File: src/rtl/mod_exp_engine_pkg.sv
// ============================================================================
// modexp_pkg: shared states, mode constants and latency helper.
// Revision: 1.0
// ============================================================================
`default_nettype none

package modexp_pkg;

  typedef enum logic [2:0] {
    IDLE   = 3'd0,
    CHECK  = 3'd1,
    SQUARE = 3'd2,
    MULT   = 3'd3,
    DONE   = 3'd4
  } state_e;

  localparam logic MODE_ENCRYPT = 1'b1;
  localparam logic MODE_DECRYPT = 1'b0;

  // Accept edge to valid_out, for a non-error operation.
  function automatic int modexp_latency(input int width, input int key_width);
    return 2 + 2 * key_width * (width + 1);
  endfunction

endpackage

`default_nettype wire

File: src/rtl/mod_exp_engine_mod_mult.sv
// ============================================================================
// mod_mult: r = a*b mod m, MSB-first interleaved shift-add, WIDTH+1 cycles.
// Revision: 1.0
// ============================================================================
`default_nettype none

module mod_mult #(
  parameter int WIDTH = 8
) (
  input  logic             clk_in,
  input  logic             rst_in,
  input  logic             start_in,
  input  logic [WIDTH-1:0] a_in,
  input  logic [WIDTH-1:0] b_in,
  input  logic [WIDTH-1:0] m_in,
  output logic             done_out,
  output logic [WIDTH-1:0] r_out
);

  localparam int JW = (WIDTH > 1) ? $clog2(WIDTH) : 1;

  logic [WIDTH:0]   r_q, r_d, a_q, a_d, m_q, m_d;
  logic [WIDTH-1:0] b_q, b_d;
  logic [JW-1:0]    j_q, j_d;
  logic             busy_q, busy_d;
  logic [WIDTH:0]   t;

  always_comb begin
    // One iteration; a<m and r<m keep every intermediate within WIDTH+1 bits.
    t = r_q << 1;
    if (t >= m_q) t = t - m_q;
    if (b_q[j_q]) t = t + a_q;
    if (t >= m_q) t = t - m_q;

    r_d    = r_q;
    a_d    = a_q;
    m_d    = m_q;
    b_d    = b_q;
    j_d    = j_q;
    busy_d = busy_q;
    if (start_in) begin
      r_d    = '0;
      a_d    = {1'b0, a_in};
      m_d    = {1'b0, m_in};
      b_d    = b_in;
      j_d    = JW'(WIDTH - 1);
      busy_d = 1'b1;
    end else if (busy_q) begin
      r_d = t;
      if (j_q == '0) busy_d = 1'b0;
      else           j_d    = j_q - 1'b1;
    end
  end

  always_ff @(posedge clk_in) begin
    if (rst_in) begin
      r_q    <= '0;
      a_q    <= '0;
      m_q    <= '0;
      b_q    <= '0;
      j_q    <= '0;
      busy_q <= 1'b0;
    end else begin
      r_q    <= r_d;
      a_q    <= a_d;
      m_q    <= m_d;
      b_q    <= b_d;
      j_q    <= j_d;
      busy_q <= busy_d;
    end
  end

  // Final iteration result is presented combinationally alongside done_out.
  assign done_out = busy_q && (j_q == '0);
  assign r_out    = t[WIDTH-1:0];

endmodule

`default_nettype wire

File: src/rtl/mod_exp_engine.sv
// ============================================================================
// mod_exp_engine: constant-latency square-and-multiply modular exponentiation.
// Optional macro MODEXP_CYCLE_COUNT_EN adds the cycles_out counter port.
// Revision: 1.0
// ============================================================================
`default_nettype none

module mod_exp_engine
  import modexp_pkg::*;
#(
  parameter int WIDTH     = 8,
  parameter int KEY_WIDTH = 8
) (
  input  logic                 clk_in,
  input  logic                 rst_in,
  input  logic                 start_in,
  input  logic                 mode_in,
  input  logic [WIDTH-1:0]     message_in,
  input  logic [WIDTH-1:0]     modulus_in,
  input  logic [KEY_WIDTH-1:0] public_key_in,
  input  logic [KEY_WIDTH-1:0] private_key_in,
  output logic                 ready_out,
  output logic                 valid_out,
  output logic                 error_out,
  output logic [WIDTH-1:0]     line_out
`ifdef MODEXP_CYCLE_COUNT_EN
  , output logic [15:0]        cycles_out
`endif
);

  localparam int IW = (KEY_WIDTH > 1) ? $clog2(KEY_WIDTH) : 1;

  state_e               state_q, state_d;
  logic [WIDTH-1:0]     msg_q, msg_d, mod_q, mod_d, acc_q, acc_d, line_q, line_d;
  logic [KEY_WIDTH-1:0] key_q, key_d;
  logic [IW-1:0]        idx_q, idx_d;
  logic                 err_q, err_d, error_q, error_d, valid_q, valid_d;
  logic                 started_q, started_d;
  logic                 mm_start, mm_done;
  logic [WIDTH-1:0]     mm_b, mm_r;
`ifdef MODEXP_CYCLE_COUNT_EN
  logic [15:0]          cnt_q, cnt_d, cycles_q, cycles_d;
`endif

  assign mm_b = (state_q == SQUARE) ? acc_q : msg_q;

  mod_mult #(.WIDTH(WIDTH)) u_mod_mult (
    .clk_in  (clk_in),
    .rst_in  (rst_in),
    .start_in(mm_start),
    .a_in    (acc_q),
    .b_in    (mm_b),
    .m_in    (mod_q),
    .done_out(mm_done),
    .r_out   (mm_r)
  );

  always_comb begin
    state_d   = state_q;
    msg_d     = msg_q;
    mod_d     = mod_q;
    acc_d     = acc_q;
    key_d     = key_q;
    idx_d     = idx_q;
    err_d     = err_q;
    started_d = started_q;
    line_d    = line_q;
    error_d   = error_q;
    valid_d   = 1'b0;
    mm_start  = 1'b0;
`ifdef MODEXP_CYCLE_COUNT_EN
    cnt_d     = (state_q != IDLE) ? cnt_q + 16'd1 : cnt_q;
    cycles_d  = cycles_q;
`endif
    case (state_q)
      IDLE: begin
        if (start_in) begin
          msg_d   = message_in;
          mod_d   = modulus_in;
          key_d   = (mode_in == MODE_ENCRYPT) ? public_key_in : private_key_in;
          state_d = CHECK;
`ifdef MODEXP_CYCLE_COUNT_EN
          cnt_d   = 16'd0;
`endif
        end
      end
      CHECK: begin
        if (mod_q < WIDTH'(2) || msg_q >= mod_q) begin
          err_d   = 1'b1;
          acc_d   = '0;
          state_d = DONE;
        end else begin
          err_d     = 1'b0;
          acc_d     = WIDTH'(1);
          idx_d     = IW'(KEY_WIDTH - 1);
          started_d = 1'b0;
          state_d   = SQUARE;
        end
      end
      SQUARE: begin
        if (!started_q) begin
          mm_start  = 1'b1;
          started_d = 1'b1;
        end else if (mm_done) begin
          acc_d     = mm_r;
          started_d = 1'b0;
          state_d   = MULT;
        end
      end
      MULT: begin
        // Product is always computed so timing does not depend on the key bit.
        if (!started_q) begin
          mm_start  = 1'b1;
          started_d = 1'b1;
        end else if (mm_done) begin
          if (key_q[idx_q]) acc_d = mm_r;
          started_d = 1'b0;
          if (idx_q == '0) state_d = DONE;
          else begin
            idx_d   = idx_q - 1'b1;
            state_d = SQUARE;
          end
        end
      end
      DONE: begin
        valid_d = 1'b1;
        line_d  = acc_q;
        error_d = err_q;
        state_d = IDLE;
`ifdef MODEXP_CYCLE_COUNT_EN
        cycles_d = cnt_q + 16'd1;
`endif
      end
      default: state_d = IDLE;
    endcase
  end

  always_ff @(posedge clk_in) begin
    if (rst_in) begin
      state_q   <= IDLE;
      msg_q     <= '0;
      mod_q     <= '0;
      acc_q     <= '0;
      key_q     <= '0;
      idx_q     <= '0;
      err_q     <= 1'b0;
      started_q <= 1'b0;
      line_q    <= '0;
      error_q   <= 1'b0;
      valid_q   <= 1'b0;
`ifdef MODEXP_CYCLE_COUNT_EN
      cnt_q     <= '0;
      cycles_q  <= '0;
`endif
    end else begin
      state_q   <= state_d;
      msg_q     <= msg_d;
      mod_q     <= mod_d;
      acc_q     <= acc_d;
      key_q     <= key_d;
      idx_q     <= idx_d;
      err_q     <= err_d;
      started_q <= started_d;
      line_q    <= line_d;
      error_q   <= error_d;
      valid_q   <= valid_d;
`ifdef MODEXP_CYCLE_COUNT_EN
      cnt_q     <= cnt_d;
      cycles_q  <= cycles_d;
`endif
    end
  end

  assign ready_out = (state_q == IDLE);
  assign valid_out = valid_q;
  assign error_out = error_q;
  assign line_out  = line_q;
`ifdef MODEXP_CYCLE_COUNT_EN
  assign cycles_out = cycles_q;
`endif

endmodule

`default_nettype wire

File: config.mk
export PLATFORM = sky130hd
export DESIGN_NAME = mod_exp_engine
export DESIGN_NICKNAME = d
export VERILOG_FILES = /design/src/rtl/mod_exp_engine_pkg.sv /design/src/rtl/mod_exp_engine_mod_mult.sv /design/src/rtl/mod_exp_engine.sv
export SDC_FILE = /design/constraint.sdc
export NUM_CORES = 1
export LEC_CHECK = 0
export CAP_MARGIN = 20
export CORE_UTILIZATION = 58
export CTS_BUF_LIST = sky130_fd_sc_hd__clkbuf_8 sky130_fd_sc_hd__clkbuf_16
export DETAILED_ROUTE_END_ITERATION = 7
export GPL_TIMING_DRIVEN = 0
export HOLD_SLACK_MARGIN = 0.15
export MAX_ROUTING_LAYER = met4
export PLACE_DENSITY = 0.81
export SYNTH_ARGS = -nofsm -noshare
export SYNTH_HDL_FRONTEND = slang
export SYNTH_SLANG_ARGS = --single-unit
File: constraint.sdc
create_clock -name clk_in -period 6.2 [get_ports clk_in]
set_input_delay 1.24 -clock clk_in [delete_from_list [all_inputs] [get_ports clk_in]]
set_output_delay 1.24 -clock clk_in [all_outputs]
set_load 0.01 [all_outputs]
======== Yosys cells after proc, flatten, opt, wreduce, memory -nomap -nowiden ========
Cells that the tools add are included.
Widths: inputs -> output; s select.
word-level totals
  flip-flop bits (word level) ............. 86
  input bits .............................. 36
  output and inout port bits .............. 11
  logic and storage cells ................. 101
operators by class
  add/sub/neg operators ................... 5
  magnitude comparators ................... 6
  equal/unequal tests ..................... 13
  mux-type cells .......................... 43
  reduce and logical (&&, ||, !) cells .... 17
operators by type and width
  cell                 number
  $mux 8               8
  $mux 3               14
  $pmux 8 s3           1
  $ge 9x8->1           2
  $mux 9               2
  $ne 2x2->1 const B   9
  $mux 1               13
  $pmux 3 s4           1
  $reduce_and 5->1     2
  $add 9x8->9          1
  $logic_not 3->1      3
  $sub 9x8->9          1
  $ge 8x8->1           1
  $lt 3x4->1 const B   2
  $lt 8x2->1 const B   1
  $sub 8x8->8          1
  $bmux 1 s3           2
  $eq 3x2->1 const B   2
  $pmux 3 s2           1
  $reduce_and 2->1     3
  $reduce_and 6->1     1
  $reduce_bool 2->1    3
  $sub 3x1->3 const B  2
  $reduce_or 2->1      2
  6 further kinds      6

======== Longest topological paths before layout ========
Gate-level depths: netlist (run 1).
  word-level depth ........................ 10
  depth in mapped cells ................... 24
  mapped depth without buffers ............ 23

======== Modules after synthesis ========
Synthesis (run 1) repeated with hierarchy kept, for this count alone.
unflattened totals
  cell total of the unflattened synthesis .. 619
  area total of the unflattened synthesis .. 5233.8 µm²
modules (own cells, without submodules)
  module          times used  cells each  area each (µm²)  seq. area each (µm²)
  mod_mult        1           321         2768.9           720.7
  mod_exp_engine  1           298         2464.9           1001.0

======== Worst setup path after synthesis (run 1) ========
OpenSTA, ideal clock, no wires.
  kind .................................... register to register
  from .................................... register u_mod_mult.m_q[1]
  to ...................................... register acc_q[0]
  library setup time ...................... 0.074 ns
  arrival time ............................ 4.965 ns
  required time ........................... 6.126 ns
  slack ................................... 1.162 ns
  stages on the path, launching flop included .. 25
  path buffers ............................ 1
  period minus slack after synthesis ...... 5.038 ns
  cells stage by stage .................... dfxtp_1 inv_1 ha_1 nor2b_1 o31ai_1 a211o_2 and2_1 buf_6 nor2_1 ha_1 inv_1 fa_1 or2b_2 nand2b_1 a21oi_1 xnor2_1 mux2_2 ha_1 o21a_1 o31a_1 o21ai_0 or2b_2 a21oi_4 mux2_4 o211ai_2
on the way
  cells in the longest elaborated chain, start to end .. 10
  elaborated cells between the ends (all ways) .. 14
  those cells by class .................... add/sub: 3; order compare: 2; mux: 9
ends and longest elaborated chain
  element                                           RTL line                       RTL
  from (decl)                                       mod_exp_engine_mod_mult.sv:22  logic [WIDTH:0] r_q, r_d, a_q, a_d, m_q, m_d;
  from (signal assigned)                            mod_exp_engine_mod_mult.sv:66  m_q <= m_d;
  $sub 9x8->9 / $ge 9x8->1 (equally long branches)  mod_exp_engine_mod_mult.sv:31  if (t >= m_q) t = t - m_q;
  $mux 9                                            mod_exp_engine_mod_mult.sv:31
  $add 9x8->9                                       mod_exp_engine_mod_mult.sv:32  if (b_q[j_q]) t = t + a_q;
  $mux 9                                            mod_exp_engine_mod_mult.sv:32
  $ge 9x8->1 / $sub 8x8->8 (equally long branches)  mod_exp_engine_mod_mult.sv:33  if (t >= m_q) t = t - m_q;
  $mux 8 *                                          mod_exp_engine_mod_mult.sv:33
  $mux 8                                            mod_exp_engine.sv:116          if (key_q[idx_q]) acc_d = mm_r;
  $mux 8                                            mod_exp_engine.sv:115          end else if (mm_done) begin
  $mux 8                                            mod_exp_engine.sv:112          if (!started_q) begin
  $pmux 8 s3 *                                      mod_exp_engine.sv:75           case (state_q)
  to (signal assigned)                              mod_exp_engine.sv:143          acc_q <= '0;
  to (signal assigned)                              mod_exp_engine.sv:159          acc_q <= acc_d;
  to (decl)                                         mod_exp_engine.sv:34           logic [WIDTH-1:0] msg_q, msg_d, mod_q, mod_d, acc_q, acc_d, line_q, line_d;
Mark *: on every way between the ends. The rest lies on a longest branch, timed or not. The select of a mux whose other input is x is not followed.
A chain may end at the register's enable or synchronous reset.

======== Worst setup path after layout (run 1) ========
  from .................................... register u_mod_mult.m_q[6]
  to ...................................... register u_mod_mult.r_q[4]
on the way
  cells in the longest elaborated chain, start to end .. 6
  elaborated cells between the ends (all ways) .. 8
  those cells by class .................... add/sub: 3; order compare: 2; mux: 3
ends and longest elaborated chain
  element                                           RTL line                       RTL
  $sub 9x8->9 / $ge 9x8->1 (equally long branches)  mod_exp_engine_mod_mult.sv:31
  $mux 9                                            mod_exp_engine_mod_mult.sv:31
  $add 9x8->9                                       mod_exp_engine_mod_mult.sv:32
  $mux 9                                            mod_exp_engine_mod_mult.sv:32
  $ge 9x8->1 / $sub 8x8->8 (equally long branches)  mod_exp_engine_mod_mult.sv:33
  $mux 8 *                                          mod_exp_engine_mod_mult.sv:33
  to (signal assigned)                              mod_exp_engine_mod_mult.sv:64  r_q <= r_d;
  to (decl)                                         mod_exp_engine_mod_mult.sv:22
Mark *: on every way between the ends. The rest lies on a longest branch, timed or not.

==> results.toml, run 1 <==
[status]
status = "complete, no violations"

[synthesis]
yosys.area.top_type = "dfxtp_1"
synthFlopType = "dfxtp_1"
synth_edf_count = 0
synth_common_cells = "102 x nand2_1, 86 x dfxtp_1, 67 x a21oi_1"
synthCells = 594
synth.top_cells.by_area = "dfxtp_1 34%, ha_1 9.2%, nand2_1 7.6%"
synthArstFlopShare = 0
post-synth-top-count-cell = "nand2_1"
ys_ff_latch = 86
synth.distinct_cells = 61
synth_fp_nets = 670
yosysTopAreaCellShare = 0.344
synth_area_um2 = 5010
synth_warnings = 0
synth.avg_cell_area_um2 = 8.43
seq_area_frac_synth = 0.344

[power]
power_leakage_nw = 2.18
fin_total_pwr_mw = 1.93
switching_share = 0.395
ir_worst_vdd_mv = 0.151
powerDensity_nw_per_um2 = 334
pwr-share-seq = 0.328
clockPowerShare = 0.208
p_comb_frac = 0.463
switchingPower_mw = 0.764
internal_power_mw = 1.17

[critical_path]
cp-end-kind = "flip-flop"
critPathKind = "flip-flop to flip-flop"
arrival_ns = 6.13
path_max_fanout = 8
crit_top_cell = "ha_1"
worstPathRequired_ns = 6.44
r2r-end = "u_mod_mult.r_q[4]"
crit_buf_inv = 3
cp_slowest_cell = "ha_1"
cp-endpoint = "u_mod_mult.r_q[4]"
crit_family = "compound AO/OA/AOI/OAI gates"
worstSetupStartpointType = "flip-flop"
rr_worst_depth = 23
r2r_start = "u_mod_mult.m_q[6]"
cp_slowest_stage_delay_ns = 0.43
cp.depth = 23
crit_start = "u_mod_mult.m_q[6]"
path_cells = "inv_1, ha_1, a21oi_2, nand2_1, a211oi_2, and2_1, buf_6, mux2i_1, inv_1, ha_1, a21oi_1, o211ai_1, o41ai_1, xor2_1, o21ai_0, ha_1, nand4_1, o21bai_1, and2b_1, mux2i_2, a21oi_4, mux2i_1, a21oi_1"
r2r_slack_ns = 0.31

[cts]
cts_hold_buf = 0
cts_tree = "done"
clkLatencyLatePin_ns = 0.36
path_clk_slew_ns = 0.09
cts_max_level = 3
cts_resized = 0
cts_sinks = 86
postCtsSetupBuffers = 0
root_buffer = "clkbuf_8"
cts_inserted_buffers = 9
cts_buffer_depth = 2

[global_routing]
gr-total-overflow = 0
met3_usage = 0.0282
grt_max_degree = 16
grt.total_usage = 0.298
antenna_found_initial = 0
grt_pass1_vias = 4114
grt_pass1_wl_mm = 20.1
grt_use_met2 = 0.493
use_met1 = 0.379
grt.busiest_layer = "met2"

[floorplanning]
die_x_um = 94.9
fp.dieH_um = 94.9
row_count = 33
io_pins = 47
core_area_um2 = 8300
die-area_um2 = 9010
initial_utilization = 0.603

[route]
drtPass1Iterations = 6
wire_per_inst_um = 16.3
via_per_inst = 5.82
routed-via-count = 4423
drc_errors = 0
drtIter0Drc = 310
ant_nets = 0
routed_wl_mm = 12.4

[timing]
finalSetupTns_ns = 0
setup_viol = 0
worst_pin_slew_ns = 0.917
rsz0062_at_grt = "false"
clock_skew_ns = 0.0119
period_minus_slack_ns = 5.89
drv_slew = 0
post-route-period-util = 0.950
hold_violations = 0
relSlewSlack = 0.387
max_freq_mhz = 170

[placed_design]
hpwl_mm = 9.79
portBuffers = 45
routabilityCongestion = 0.939

[finish]
area_growth_pct = 15.6
diodes = 0
layout.nets = 726
drive_above_1_share = 0.0748

[worst_hold_path]
hold_path.class = "flip-flop to flip-flop"

[run]
maxCapViolations = 0
[logic make-up (layout without fill, tap and decap cells)]
logic type	count (synthesis)	in the layout	synth area share
DFF	86	86	0.344
muxes	43	43	0.104
xor gates and xnor gates	18	18	0.0315
buffers and inverters	53	114	0.0415
and+or+nand+nor	205	205	0.183
AOI/OAI and AO/OA	149	149	0.191
adders and majority gates	40	40	0.104
[power groups by stage]
stage | sequential, mW | clock [mW] | combinational, mW
final | 0.635 | 0.403 | 0.897
after global routing | 0.640 | 0.427 | 0.973
after CTS | 0.634 | 0.398 | 0.892
after detailed placement | 0.646 | 0 | 0.884
after global placement | 0.644 | 0 | 0.862
after floorplan | 0.632 | 0 | 0.675
[worst min path at each step]
stage                 startpoint                 to  cells past startpoint
6_report       u_mod_mult.m_q[5]  u_mod_mult.m_q[5]                      2
5_1_grt        u_mod_mult.m_q[2]  u_mod_mult.m_q[2]                      2
4_1_cts        u_mod_mult.a_q[3]  u_mod_mult.a_q[3]                      2
3_5_place_dp         line_out[2]        line_out[2]                      2
3_3_place_gp               err_q          error_out                      2
2_1_floorplan              err_q          error_out                      2
[state kept, by name, summed over array words and instances, names as in the netlist]
name	flops
acc_q	8
key_q	8
line_out	8
mod_q	8
msg_q	8
u_mod_mult.a_q	8
u_mod_mult.b_q	8
u_mod_mult.m_q	8
u_mod_mult.r_q	8
idx_q	3
state_q	3
u_mod_mult.j_q	3
err_q	1
error_out	1
started_q	1
u_mod_mult.busy_q	1
valid_out	1
[cells in the final DEF, fill, tap and decap left out, types with 4 or more instances in the layout]
| cell type | netlist | routed |
|---|---|---|
| nor2b_1 | 4 | 4 |
| o21ai_0 | 20 | 20 |
| nor2_1 | 46 | 46 |
| mux2_2 | 9 | 9 |
| xnor2_1 | 10 | 10 |
| nor3_1 | 9 | 9 |
| nand2_1 | 102 | 102 |
| clkdlybuf4s50_1 | 0 | 45 |
| clkbuf_1 | 23 | 23 |
| nand3_1 | 9 | 9 |
| a21oi_1 | 67 | 67 |
| o21ai_1 | 7 | 7 |
| clkbuf_8 | 0 | 9 |
| mux2i_1 | 25 | 25 |
| mux2_4 | 4 | 4 |
| nand2b_1 | 9 | 9 |
| a21o_1 | 4 | 4 |
| inv_1 | 27 | 28 |
| o211ai_1 | 4 | 4 |
| ha_1 | 37 | 37 |
| a211oi_1 | 20 | 20 |
| dfxtp_1 | 86 | 86 |
| xor2_1 | 8 | 8 |
| and2_1 | 4 | 4 |
[worst register-to-register path: cells and delay by family, from the launching register on]
| kind | cells | cell delay, ns |
|---|---|---|
| xor+xnor | 1 | 0.26 |
| simple gates | 4 | 0.69 |
| flops | 1 | 0.35 |
| mux | 3 | 0.96 |
| compound gates | 9 | 2.10 |
| fa+ha+maj | 3 | 1.11 |
| buf+inv | 3 | 0.32 |
[metal layers]
metal,part of all wire,vias up
met5,0,-
met3,0.050,32
met2,0.48,136
met4,0.023,0
met1,0.45,2062
li1,-,2193
[through the flow]
stage               instances  setup WS [ns]  cell area [um^2]  hold WS [ns]   util
global placement          744          0.496              5590         0.438  0.673
finish                    760          0.312              5790         0.463  0.697
floorplan                 594           1.16              5010         0.432      -
CTS                       760          0.370              5790         0.465  0.697
global route              760         0.0154              5790         0.489  0.697
detailed placement        744          0.405              5590         0.451  0.673
[area by class of cell]
class                      instances  area [um^2]
multi-input combinational        455         3080
fill                             677         2510
sequential                        86         1720
timing repair buffer              45          450
tap                              105          131
clock buffer                       9          124
buffer                            26          106
inverter                          27          101
clock inverter                     7         73.8
(Power assumes the default switching activity.)
==> run 2: changes to the inputs <==
CTS_CLUSTER_SIZE = 24   (was default)
GPL_TIMING_DRIVEN = default   (was 0)
==> run 2 against run 1 <==
- setup slack better by 0.11 ns
- maximum frequency up 1.9%
- global-route usage up 1.1 points
- die area unchanged
- via count down 1.1%
- sequential share of layout area up 0.38 points
- combinational power down 3.0%
- first-iteration DRC count down 0.32%
- critical endpoint is now u_mod_mult.r_q[6]
==> results.toml, run 2 (synthesis gave the netlist of run 1 again) <==
[timing]
setup_viol = 0
finalSetupTns_ns = 0
max_freq_mhz = 173
period_minus_slack_ns = 5.78
hold_violations = 0
worst_pin_slew_ns = 0.878
drv_slew = 0
relSlewSlack = 0.415
post-route-period-util = 0.932
rsz0062_at_grt = "false"
worst_slack_ns = 0.424
clock_skew_ns = 0.0168

[global_routing]
antenna_found_initial = 0
gr-total-overflow = 0
met3_usage = 0.0475
grt_max_degree = 54
grt.busiest_layer = "met2"
grt.total_usage = 0.309
use_met1 = 0.397
grt_use_met2 = 0.487
grt_pass1_vias = 4313
grt_pass1_wl_mm = 20.7

[floorplanning]
initial_utilization = 0.603
die-area_um2 = 9010
die_x_um = 94.9
io_pins = 47
row_count = 33
fp.dieH_um = 94.9
core_area_um2 = 8300

[critical_path]
path_cells = "inv_1, ha_1, a21oi_2, nand2_1, a211oi_2, and2_1, mux2i_1, inv_1, ha_1, a21oi_1, inv_1, a21oi_1, xnor2_1, mux2_2, ha_1, o21a_1, o31a_1, o31a_1, o21ai_0, or2b_2, a21oi_4, mux2i_1, a21oi_1"
cp-end-kind = "flip-flop"
cp_slowest_cell = "ha_1"
worstSetupStartpointType = "flip-flop"
worstPathRequired_ns = 6.43
cp_slowest_stage_delay_ns = 0.39
arrival_ns = 6.01
critPathKind = "flip-flop to flip-flop"
path_max_fanout = 8

[cts]
postCtsSetupBuffers = 0
cts_tree = "done"
path_clk_slew_ns = 0.09
cts_max_level = 3
root_buffer = "clkbuf_8"
cts_buffer_depth = 2
cts_hold_buf = 0
cts_sinks = 86
cts_inserted_buffers = 9
clkLatencyLatePin_ns = 0.37
cts_resized = 0

[placed_design]
routabilityCongestion = 0.937
placedInstanceArea_um2 = 5500
portBuffers = 46
post-place-ws_ns = 0.518
hpwl_mm = 9.48

[finish]
stdcell_area_um2 = 5710
layout.nets = 704
layout_common_cells = "102 x nand2_1, 86 x dfxtp_1, 67 x a21oi_1, 45 x nor2_1, 45 x clkdlybuf4s50_1"
final_common_cell = "nand2_1"
drive_above_1_share = 0.0837
area_growth_pct = 14.1
diodes = 0

[status]
status = "complete, no violations"

[run]
maxCapViolations = 0

[route]
drtIter0Drc = 309
routed_wl_mm = 12.5
via_per_inst = 5.93
routed-via-count = 4376
wire_per_inst_um = 16.9
drc_errors = 0
drtPass1Iterations = 5
ant_nets = 0

[power]
ir_worst_vdd_mv = 0.206
power_leakage_nw = 2.16
powerDensity_nw_per_um2 = 331
fin_total_pwr_mw = 1.89

[worst_hold_path]
hold_path.class = "flip-flop to flip-flop"
run 2: changes by cell type in the layout (fill, tap and decap cells not counted), sizes merged:
cell,previous run,this run
clkbuf,32,9
buf,3,4
bufinv,1,0
clkinvlp,0,1
run 2: final cells by class:
cell class / instances / area (um^2)
Sequential cell: 86 / 1720
Timing Repair Buffer: 49 / 498
Fill cell: 673 / 2590
Multi-Input combinational cell: 455 / 3080
Clock buffer: 9 / 124
Clock inverter: 7 / 57.6
Inverter: 27 / 101
Tap cell: 105 / 131
run 2: layer usage:
metal | vias up | wire [um]
li1 | 2162 | -
met1 | 2045 | 5700
met2 | 139 | 5920
met3 | 30 | 589
met4 | 0 | 293
met5 | - | 0
run 2: metrics by stage:
stage / hold WS [ns] / cells / utilization
after floorplan: 0.432 / 594 / -
after global placement: 0.441 / 721 / 0.663
after detailed placement: 0.447 / 721 / 0.663
after CTS: 0.458 / 737 / 0.685
after global routing: 0.474 / 738 / 0.688
final: 0.457 / 738 / 0.688
run 2: path summary, 6_finish.rpt:
check	start	end	slack, ns	cells past startpoint
worst min register to register	u_mod_mult.m_q[4]	u_mod_mult.m_q[4]	0.46	2
worst max-delay path	u_mod_mult.m_q[6]	u_mod_mult.r_q[6]	0.42	23
worst max register to register	u_mod_mult.m_q[6]	u_mod_mult.r_q[6]	0.42	23
worst min-delay path	u_mod_mult.m_q[4]	u_mod_mult.m_q[4]	0.46	2
run 2: where the power goes:
part / switching [mW] / leakage, nW / internal, mW
Clock: 0.223 / 0.0934 / 0.152
Combinational: 0.487 / 1.37 / 0.382
Sequential: 0.0480 / 0.699 / 0.596
Total: 0.759 / 2.16 / 1.13
run 2: critical path: cells and delay by family, from the launching register on:
family                   cells  cell delay (ns)
AO/OA/AOI/OAI               10             2.09
XOR/XNOR                     1             0.09
adder cells (fa/ha/maj)      3             1.02
buffers and inverters        3             0.20
flip-flops                   1             0.34
multiplexers                 3             1.08
AND/OR/NAND/NOR              3             0.81
==> run 3: changes to the inputs <==
MAX_ROUTING_LAYER = default   (was met4)
SKIP_LAST_GASP = 1   (was default)
==> run 3 against run 2 <==
- register-to-register slack improved by 0.05 ns
- critical path depth is the same
- worst hold slack worse by 0.00090 ns
- global-route usage shrank 1.5 points
- die area unchanged
- count of clock-buffer cells in the layout grew 1
- critical path type unchanged
==> results.toml, run 3 (synthesis gave the netlist of run 1 again) <==
[status]
status = "complete, no violations"

[floorplanning]
io_pins = 47
row_count = 33
initial_utilization = 0.603
core_area_um2 = 8300
die-area_um2 = 9010
die_x_um = 94.9
fp.dieH_um = 94.9

[critical_path]
cp-end-kind = "flip-flop"
cp_slowest_cell = "ha_1"
cp_slowest_stage_delay_ns = 0.39
worstPathRequired_ns = 6.42
crit_buf_inv = 3
worstSetupStartpointType = "flip-flop"
r2r-end = "u_mod_mult.r_q[6]"
arrival_ns = 5.94
path_max_fanout = 8
critPathKind = "flip-flop to flip-flop"
crit_family = "compound AO/OA/AOI/OAI gates"
r2r_slack_ns = 0.48
rr_worst_depth = 23
path_cells = "inv_1, ha_1, a21oi_2, nand2_1, a211oi_2, and2_1, mux2i_1, inv_1, ha_1, a21oi_1, inv_1, a21oi_1, xnor2_1, mux2_2, ha_1, o21a_1, o31a_1, o31a_1, o21ai_0, or2b_2, a21oi_4, mux2i_1, a21oi_1"
r2r_start = "u_mod_mult.m_q[6]"

[timing]
drv_slew = 0
finalSetupTns_ns = 0
clock_skew_ns = 0.0158
max_freq_mhz = 175
post-route-period-util = 0.923
worst_pin_slew_ns = 1.04
hold_violations = 0
period_minus_slack_ns = 5.72
rsz0062_at_grt = "false"
relSlewSlack = 0.307
setup_viol = 0

[global_routing]
grt_pass1_wl_mm = 20.2
antenna_found_initial = 0
grt.total_usage = 0.294
grt_pass1_vias = 4095
grt_max_degree = 42
gr-total-overflow = 0

[finish]
postLayoutCoreUtil = 0.688
fin_cells = 737
layout_common_cells = "102 x nand2_1, 86 x dfxtp_1, 67 x a21oi_1, 45 x nor2_1, 45 x clkdlybuf4s50_1"
layout.nets = 703
multiInputGateArea_um2 = 3080
seq_area_um2 = 1720
diodes = 0
drive_above_1_share = 0.0807
final_common_cell = "nand2_1"
area_growth_pct = 14.0
fillers = 677

[route]
routed-via-count = 4306
drtIter0Drc = 309
via_per_inst = 5.84
drtPass1Iterations = 5
wire_per_inst_um = 16.5
drc_errors = 0
routed_wl_mm = 12.1
ant_nets = 0

[placed_design]
portBuffers = 46
hpwl_mm = 9.40
routabilityCongestion = 0.899
place_inst = 721

[worst_hold_path]
whs_endpoint = "u_mod_mult.m_q[5]"
hold_path.class = "flip-flop to flip-flop"
min_from = "u_mod_mult.m_q[5]"
worstHoldPathCells = 2

[cts]
postCtsSetupBuffers = 0
path_clk_slew_ns = 0.09
root_buffer = "clkbuf_8"
cts_hold_buf = 0
cts_inserted_buffers = 9
cts_tree = "done"
cts_max_level = 3
cts_resized = 0
cts_sinks = 86
cts_buffer_depth = 2
clkLatencyLatePin_ns = 0.36

[power]
ir_worst_vdd_mv = 0.174
fin_total_pwr_mw = 1.91
powerDensity_nw_per_um2 = 335
power_leakage_nw = 2.16

[run]
maxCapViolations = 0
-- run 3: changes by cell type in the layout (fill, tap and decap cells not counted), sizes merged --
cell,change
buf,-1
bufinv,+1
clkbuf,+1
clkinv,-3
inv,+1
-- run 3: area by class of cell --
cell class              count  share of cell area
repair buffers             48              0.0824
clock inverters             6              0.0118
inverters                  27              0.0178
well taps                 105              0.0230
flip-flops and latches     86               0.302
multi-input cells         455               0.539
clock buffers              10              0.0241
-- run 3: where the power goes --
group | total, mW | switching (mW) | internal (mW)
Clock | 0.411 | 0.211 | 0.200
Combinational | 0.856 | 0.480 | 0.376
Sequential | 0.645 | 0.0485 | 0.596
-- run 3: worst min-delay path: cells and delay by family, from the launching register on --
| kind | cells | cell delay (ns) |
|---|---|---|
| compound gates | 1 | 0.05 |
| flops | 1 | 0.31 |
| simple gates | 1 | 0.05 |
-- run 3: layer usage --
layer / GRT usage / routed length [um] / vias up
met5: 0 / 0 / -
met4: 0.112 / 265 / 0
met3: 0.0395 / 485 / 22
met2: 0.481 / 5780 / 111
met1: 0.393 / 5590 / 2024
li1: - / - / 2149
-- run 3: worst max-delay path by stage --
stage	startpoint	to	cells after the start
4_1_cts	u_mod_mult.m_q[6]	u_mod_mult.r_q[6]	23
6_report	u_mod_mult.m_q[6]	u_mod_mult.r_q[6]	23
3_5_place_dp	u_mod_mult.m_q[6]	u_mod_mult.r_q[6]	23
5_1_grt	u_mod_mult.m_q[6]	u_mod_mult.r_q[6]	23
3_3_place_gp	u_mod_mult.m_q[6]	acc_q[0]	23
2_1_floorplan	u_mod_mult.m_q[1]	acc_q[0]	24
-- run 3: stage by stage --
step           hold slack, ns  area [um^2]  setup WS, ns
2_1_floorplan           0.432         5010          1.16
3_3_place_gp            0.443         5500         0.673
3_5_place_dp            0.447         5500         0.554
4_1_cts                 0.458         5710         0.527
5_1_grt                 0.476         5710        0.0476
6_report                0.456         5710         0.477
